$ cat src/rtl/traffic_pkg.sv
// Shared defaults and debounce state encoding for the traffic-light front end.
package traffic_pkg;

    localparam int N_SW_DEFAULT            = 4;
    localparam int DEBOUNCE_CYCLES_DEFAULT = 1000000;

    typedef enum logic [1:0] {
        STABLE_LO = 2'b00,
        WAIT_HI   = 2'b01,
        STABLE_HI = 2'b11,
        WAIT_LO   = 2'b10
    } deb_state_e;

endpackage

$ cat src/rtl/switch_conditioner_debounce_ch.sv
// Single-channel two-flop synchroniser plus debounce FSM producing a clean level
// and a one-cycle pulse on every accepted rising transition.
module debounce_ch
    import traffic_pkg::*;
#(
    parameter int DEBOUNCE_CYCLES = DEBOUNCE_CYCLES_DEFAULT
) (
    input  logic clk,
    input  logic reset,
    input  logic sw_raw,
    output logic level,
    output logic rise
);

    localparam int                CNT_W    = $clog2(DEBOUNCE_CYCLES);
    localparam logic [CNT_W-1:0]  CNT_LAST = CNT_W'(DEBOUNCE_CYCLES - 1);

    logic             s1_q;
    logic             s2_q;
    deb_state_e       state_q, state_d;
    logic [CNT_W-1:0] cnt_q, cnt_d;
    logic             rise_q, rise_d;

    always_ff @(posedge clk or negedge reset) begin
        if (!reset) begin
            s1_q    <= 1'b0;
            s2_q    <= 1'b0;
            state_q <= STABLE_LO;
            cnt_q   <= '0;
            rise_q  <= 1'b0;
        end else begin
            s1_q    <= sw_raw;
            s2_q    <= s1_q;
            state_q <= state_d;
            cnt_q   <= cnt_d;
            rise_q  <= rise_d;
        end
    end

    // Counter restarts on every reversal, so it never passes CNT_LAST.
    always_comb begin
        state_d = state_q;
        cnt_d   = cnt_q;
        rise_d  = 1'b0;
        unique case (state_q)
            STABLE_LO: begin
                if (s2_q) begin
                    state_d = WAIT_HI;
                    cnt_d   = CNT_W'(1);
                end
            end
            WAIT_HI: begin
                if (!s2_q) begin
                    state_d = STABLE_LO;
                    cnt_d   = '0;
                end else if (cnt_q == CNT_LAST) begin
                    state_d = STABLE_HI;
                    cnt_d   = '0;
                    rise_d  = 1'b1;
                end else begin
                    cnt_d = cnt_q + 1'b1;
                end
            end
            STABLE_HI: begin
                if (!s2_q) begin
                    state_d = WAIT_LO;
                    cnt_d   = CNT_W'(1);
                end
            end
            WAIT_LO: begin
                if (s2_q) begin
                    state_d = STABLE_HI;
                    cnt_d   = '0;
                end else if (cnt_q == CNT_LAST) begin
                    state_d = STABLE_LO;
                    cnt_d   = '0;
                end else begin
                    cnt_d = cnt_q + 1'b1;
                end
            end
            default: begin
                state_d = STABLE_LO;
                cnt_d   = '0;
            end
        endcase
    end

    assign level = (state_q == STABLE_HI) || (state_q == WAIT_LO);
    assign rise  = rise_q;

endmodule

$ cat src/rtl/switch_conditioner.sv
// Synchronises and debounces the board switches feeding the traffic-light FSM.
// Optional sticky request flags are built when SWITCH_CONDITIONER_STICKY_REQ_EN is defined.
module switch_conditioner
    import traffic_pkg::*;
#(
    parameter int N_SW            = N_SW_DEFAULT,
    parameter int DEBOUNCE_CYCLES = DEBOUNCE_CYCLES_DEFAULT
) (
    input  logic            clk,
    input  logic            reset,
    input  logic [N_SW-1:0] sw_raw,
    input  logic [N_SW-1:0] req_clr,
    output logic [N_SW-1:0] switches,
    output logic [N_SW-1:0] sw_rise,
    output logic [N_SW-1:0] req_pend
);

    for (genvar i = 0; i < N_SW; i++) begin : g_ch
        debounce_ch #(
            .DEBOUNCE_CYCLES(DEBOUNCE_CYCLES)
        ) u_ch (
            .clk   (clk),
            .reset (reset),
            .sw_raw(sw_raw[i]),
            .level (switches[i]),
            .rise  (sw_rise[i])
        );
    end

`ifdef SWITCH_CONDITIONER_STICKY_REQ_EN
    logic [N_SW-1:0] req_pend_q, req_pend_d;

    // A new rise outranks a simultaneous acknowledge so no request is dropped.
    assign req_pend_d = sw_rise | (req_pend_q & ~req_clr);

    always_ff @(posedge clk or negedge reset) begin
        if (!reset) begin
            req_pend_q <= '0;
        end else begin
            req_pend_q <= req_pend_d;
        end
    end

    assign req_pend = req_pend_q;
`else
    logic unused_req_clr;
    assign unused_req_clr = ^req_clr;
    assign req_pend       = '0;
`endif

endmodule

$ cat config.mk
export PLATFORM = sky130hd
export DESIGN_NAME = switch_conditioner
export DESIGN_NICKNAME = d
export VERILOG_FILES = /design/src/rtl/traffic_pkg.sv /design/src/rtl/switch_conditioner_debounce_ch.sv /design/src/rtl/switch_conditioner.sv
export SDC_FILE = /design/constraint.sdc
export NUM_CORES = 1
export LEC_CHECK = 0
export BUFFER_PORTS_ARGS = -buffer_cell sky130_fd_sc_hd__buf_2
export CELL_PAD_IN_SITES_DETAIL_PLACEMENT = 0
export CELL_PAD_IN_SITES_GLOBAL_PLACEMENT = 1
export CORE_MARGIN = 2
export CORE_UTILIZATION = 49
export CTS_CLUSTER_DIAMETER = 150
export DETAILED_ROUTE_END_ITERATION = 8
export PLACE_DENSITY = 0.85
export REMOVE_ABC_BUFFERS = 1
export SLEW_MARGIN = 10
export SYNTH_ARGS = -nofsm -noshare
export SYNTH_HDL_FRONTEND = slang
export SYNTH_SLANG_ARGS = --single-unit
$ cat constraint.sdc
create_clock -name clk -period 3.3 [get_ports clk]
set_input_delay 0.33 -clock clk [delete_from_list [all_inputs] [get_ports clk]]
set_output_delay 0.33 -clock clk [all_outputs]
set_load 0.005 [all_outputs]
==> results_dict.tcl <==
set metrics [dict create \
    post-route-period-util_pct 78.5 \
    routed_wl_um 13200 \
    ff2ff_setup_slack_ps 710 \
    synth_ff_type "dfrtp_1" \
    routabilityCongestion 0.857 \
    vias 5117 \
    cts-hold-fix-buffers 1 \
    post-dp-hpwl_um 8880 \
    viasPerCell 6.17 \
    drtPass1Iterations 6 \
    skew_ps 6.27 \
    report.final.slew_viol_count 0 \
    dieHeight_um 116 \
    route.detailed.drc 0 \
    routedWlPerCell_um 15.9 \
    ios 22 \
    fmax_mhz 386 \
    crit_path_end "g_ch[0].u_ch.cnt_q[17]" \
    cp_max_fo 19 \
    powerDensity_mw_per_mm2 604 \
    io_buffers 13 \
    ff2ff_path_depth 6 \
    startpoint_type "flip-flop" \
    critPathKind "flip-flop to flip-flop" \
    yosysWarnings 0 \
    ys_async_sr_fraction_pct 100 \
    final_nets 688 \
    tns_ps 0 \
    synth-seq-cells 100 \
    dp_slack_ps 704 \
    syn-cell-area_sq_mm 0.00609 \
    synth-compound-area-share_pct 18.4 \
    synth_simple_gate_area_share_pct 27.0 \
    slew_headroom_pct 51.5 \
    ant_nets 0 \
    hold_start "sw_raw[2]" \
    syn_to_final_growth_pct 6.78 \
    postSynthAreaPerCell_sq_um 9.20 \
    cts_resized 0 \
    drv_cap 0 \
    synth_xor_xnor_area_share_pct 1.29 \
    cp-end-kind "flip-flop" \
    crit_start "g_ch[0].u_ch.state_q[0]" \
    clk_latency_ps 350 \
    final_layout_size_suffix_gt1_share_pct 8.47 \
    n_antenna_cell 0 \
    timing.rr.start "g_ch[0].u_ch.state_q[0]" \
    clk_pin_slew_worst_paths_ps 60 \
    rsz0062_at_grt "false" \
    grt_usage_pct 21.3 \
    dpl.cell_count 814 \
    hp-class "primary input to flip-flop" \
    synth.yosys.seq_area_share_pct 41.1 \
    setup_violations 0 \
    synth_top_family_by_area "simple AND/OR/NAND/NOR gates" \
    cts_buffers 9 \
    grt_pass1_vias 4922 \
    final_core_util_pct 53.9 \
    min_period_ps 2590 \
    cts_tree "done" \
    r2r_end "g_ch[0].u_ch.cnt_q[17]" \
    p_leak_nw 2.55 \
    grt_pass1_wl_um 23200 \
    root_buffer "clkbuf_16" \
    start_util_pct 50.5 \
    cts_max_level 3 \
    power_mw 3.93 \
    grt_max_degree 59 \
    slowest_delay_ps 580 \
    synth_fa_ha_area_share_pct 4.11 \
    ys_types 61 \
    cpMaxStageDelayCell "or4_4" \
    status "finished, final reports clean" \
    required_ps 3560 \
    die_area_sq_mm 0.0133 \
    fin_ws_ps 710 \
    synth_edf_count 0 \
    hold_viol_final 0 \
    rows 40 \
    clockBufferDepth 2 \
    muxShareOfSynthArea_pct 2.94 \
    die_w_um 116 \
    crit_chain "inv_1 -> ha_1 -> mux2_4 -> or4_4 -> or4_1 -> a22oi_1" \
    cp.arrival_ps 2850 \
    clock_sinks 100 \
    peakVddDrop_v 0.000482 \
    worst_slew_pin_slew_ps 707 \
    whs_path_depth 1 \
    post_cts_buffers 0 \
    core_sq_mm 0.0121 \
    grt-ovfl-total 0 \
    antenna_found_initial 0 \
    synth_cells 662 \
    final_cells 829 \
    drtIter0Drc 303 \
]
-- flip-flops by register name, summed over array words and instances (netlist names) --
signal / cells
g_ch.u_ch.cnt_q: 80
g_ch.u_ch.state_q: 8
g_ch.u_ch.rise: 4
g_ch.u_ch.s1_q: 4
g_ch.u_ch.s2_q: 4
-- placed cells by master, fill, tap and decap left out, types with 4 or more instances in the layout --
cell type / n
ha_1: 20
or2_2: 7
or4_1: 26
nand2b_1: 6
inv_1: 19
o211ai_1: 12
nand3_1: 43
nor3_1: 9
o41ai_1: 5
mux2_4: 4
and3_1: 4
mux2i_1: 6
o21ai_0: 51
mux2_2: 4
dfrtp_1: 100
and4_1: 12
a211oi_1: 5
xnor2_1: 7
nor4b_1: 7
nor2_1: 18
buf_4: 11
o31ai_1: 17
or3_1: 28
clkbuf_16: 9
nand2_1: 65
nor4_1: 7
a21oi_1: 14
buf_2: 12
nand4_1: 21
nor2b_1: 10
conb_1: 4
a22oi_1: 40
nor3b_1: 4
-- worst max-delay path: cells and delay by family, from the launching register on --
kind,cells,cell delay (ps)
AND/OR/NAND/NOR,2,1060
flip-flops,1,450
multiplexers,1,400
adder cells (fa/ha/maj),1,310
AO/OA/AOI/OAI,1,170
buffers and inverters,1,110
-- cells in the mapped netlist (all sizes together) (2+ instances only) --
cell / number / share of area (%)
dfrtp: 100 / 41
nand2: 65 / 4.0
o21ai: 54 / 4.4
nand3: 43 / 3.5
a22oi: 40 / 4.9
or3: 28 / 2.9
or4: 28 / 3.6
clkbuf: 26 / 1.6
nand4: 21 / 2.2
ha: 20 / 4.1
inv: 19 / 1.2
nor2: 18 / 1.1
buf: 17 / 2.3
o31ai: 17 / 2.1
a21oi: 14 / 1.1
and4: 12 / 1.7
o211ai: 12 / 1.5
nor2b: 10 / 1.0
nor3: 9 / 0.74
mux2: 8 / 1.7
mux2i: 7 / 1.2
nor4: 7 / 0.72
nor4b: 7 / 1.0
or2: 7 / 0.72
xnor2: 7 / 1.0
nand2b: 6 / 0.62
a211oi: 5 / 0.62
o41ai: 5 / 0.72
and3: 4 / 0.41
nor3b: 4 / 0.49
a21o: 3 / 0.37
a31oi: 3 / 0.31
and2: 3 / 0.31
nand3b: 3 / 0.37
nor4bb: 3 / 0.49
o21a: 3 / 0.37
o21bai: 3 / 0.37
and3b: 2 / 0.29
and4b: 2 / 0.33
o311ai: 2 / 0.29
xor2: 2 / 0.29
-- worst min path at each step --
stage	to	slack, ps
after floorplan	g_ch[0].u_ch.cnt_q[0]	30
after global placement	g_ch[2].u_ch.s2_q	330
after detailed placement	g_ch[2].u_ch.s2_q	340
after CTS	g_ch[2].u_ch.s1_q	70
after global routing	g_ch[2].u_ch.s1_q	60
final	g_ch[2].u_ch.s1_q	80
-- routing by layer --
| metal | track usage (%) | up-vias | wire [um] | part of all wire, % |
|---|---|---|---|---|
| met1 | 27.7 | 2522 | 6090 | 46 |
| met5 | 0 | - | 0 | 0 |
| met4 | 5.54 | 0 | 118 | 0.89 |
| li1 | - | 2503 | - | - |
| met2 | 35.7 | 81 | 6560 | 50 |
| met3 | 5.23 | 11 | 439 | 3.3 |
-- stage by stage --
step	hold slack [ps]	area [sq um]
2_1_floorplan	34.4	5860
3_3_place_gp	332	6240
3_5_place_dp	336	6240
4_1_cts	65.7	6510
5_1_grt	63.6	6510
6_report	82.2	6510
-- cell families (layout without fill, tap and decap cells) --
group	after synthesis	count (layout)
and+or+nand+nor	285	285
AOI/OAI and AO/OA	170	170
DFF	100	100
buffers and inverters	62	58
adders and majority gates	20	20
muxes	15	15
xor gates and xnor gates	9	9
other	1	4
-- report_power, final --
part,internal (mW),switching [mW],total [mW]
clock network,0.523,0.449,0.972
logic,0.568,0.930,1.50
registers,1.33,0.125,1.46
-- layout make-up --
class	instances	area, sq um
Sequential cell	100	2500
Tap cell	168	210
Inverter	19	71.3
Clock inverter	2	12.5
Multi-Input combinational cell	503	3290
Timing Repair Buffer	25	173
Fill cell	1089	5560
Clock buffer	12	246
(Power assumes the default switching activity.)
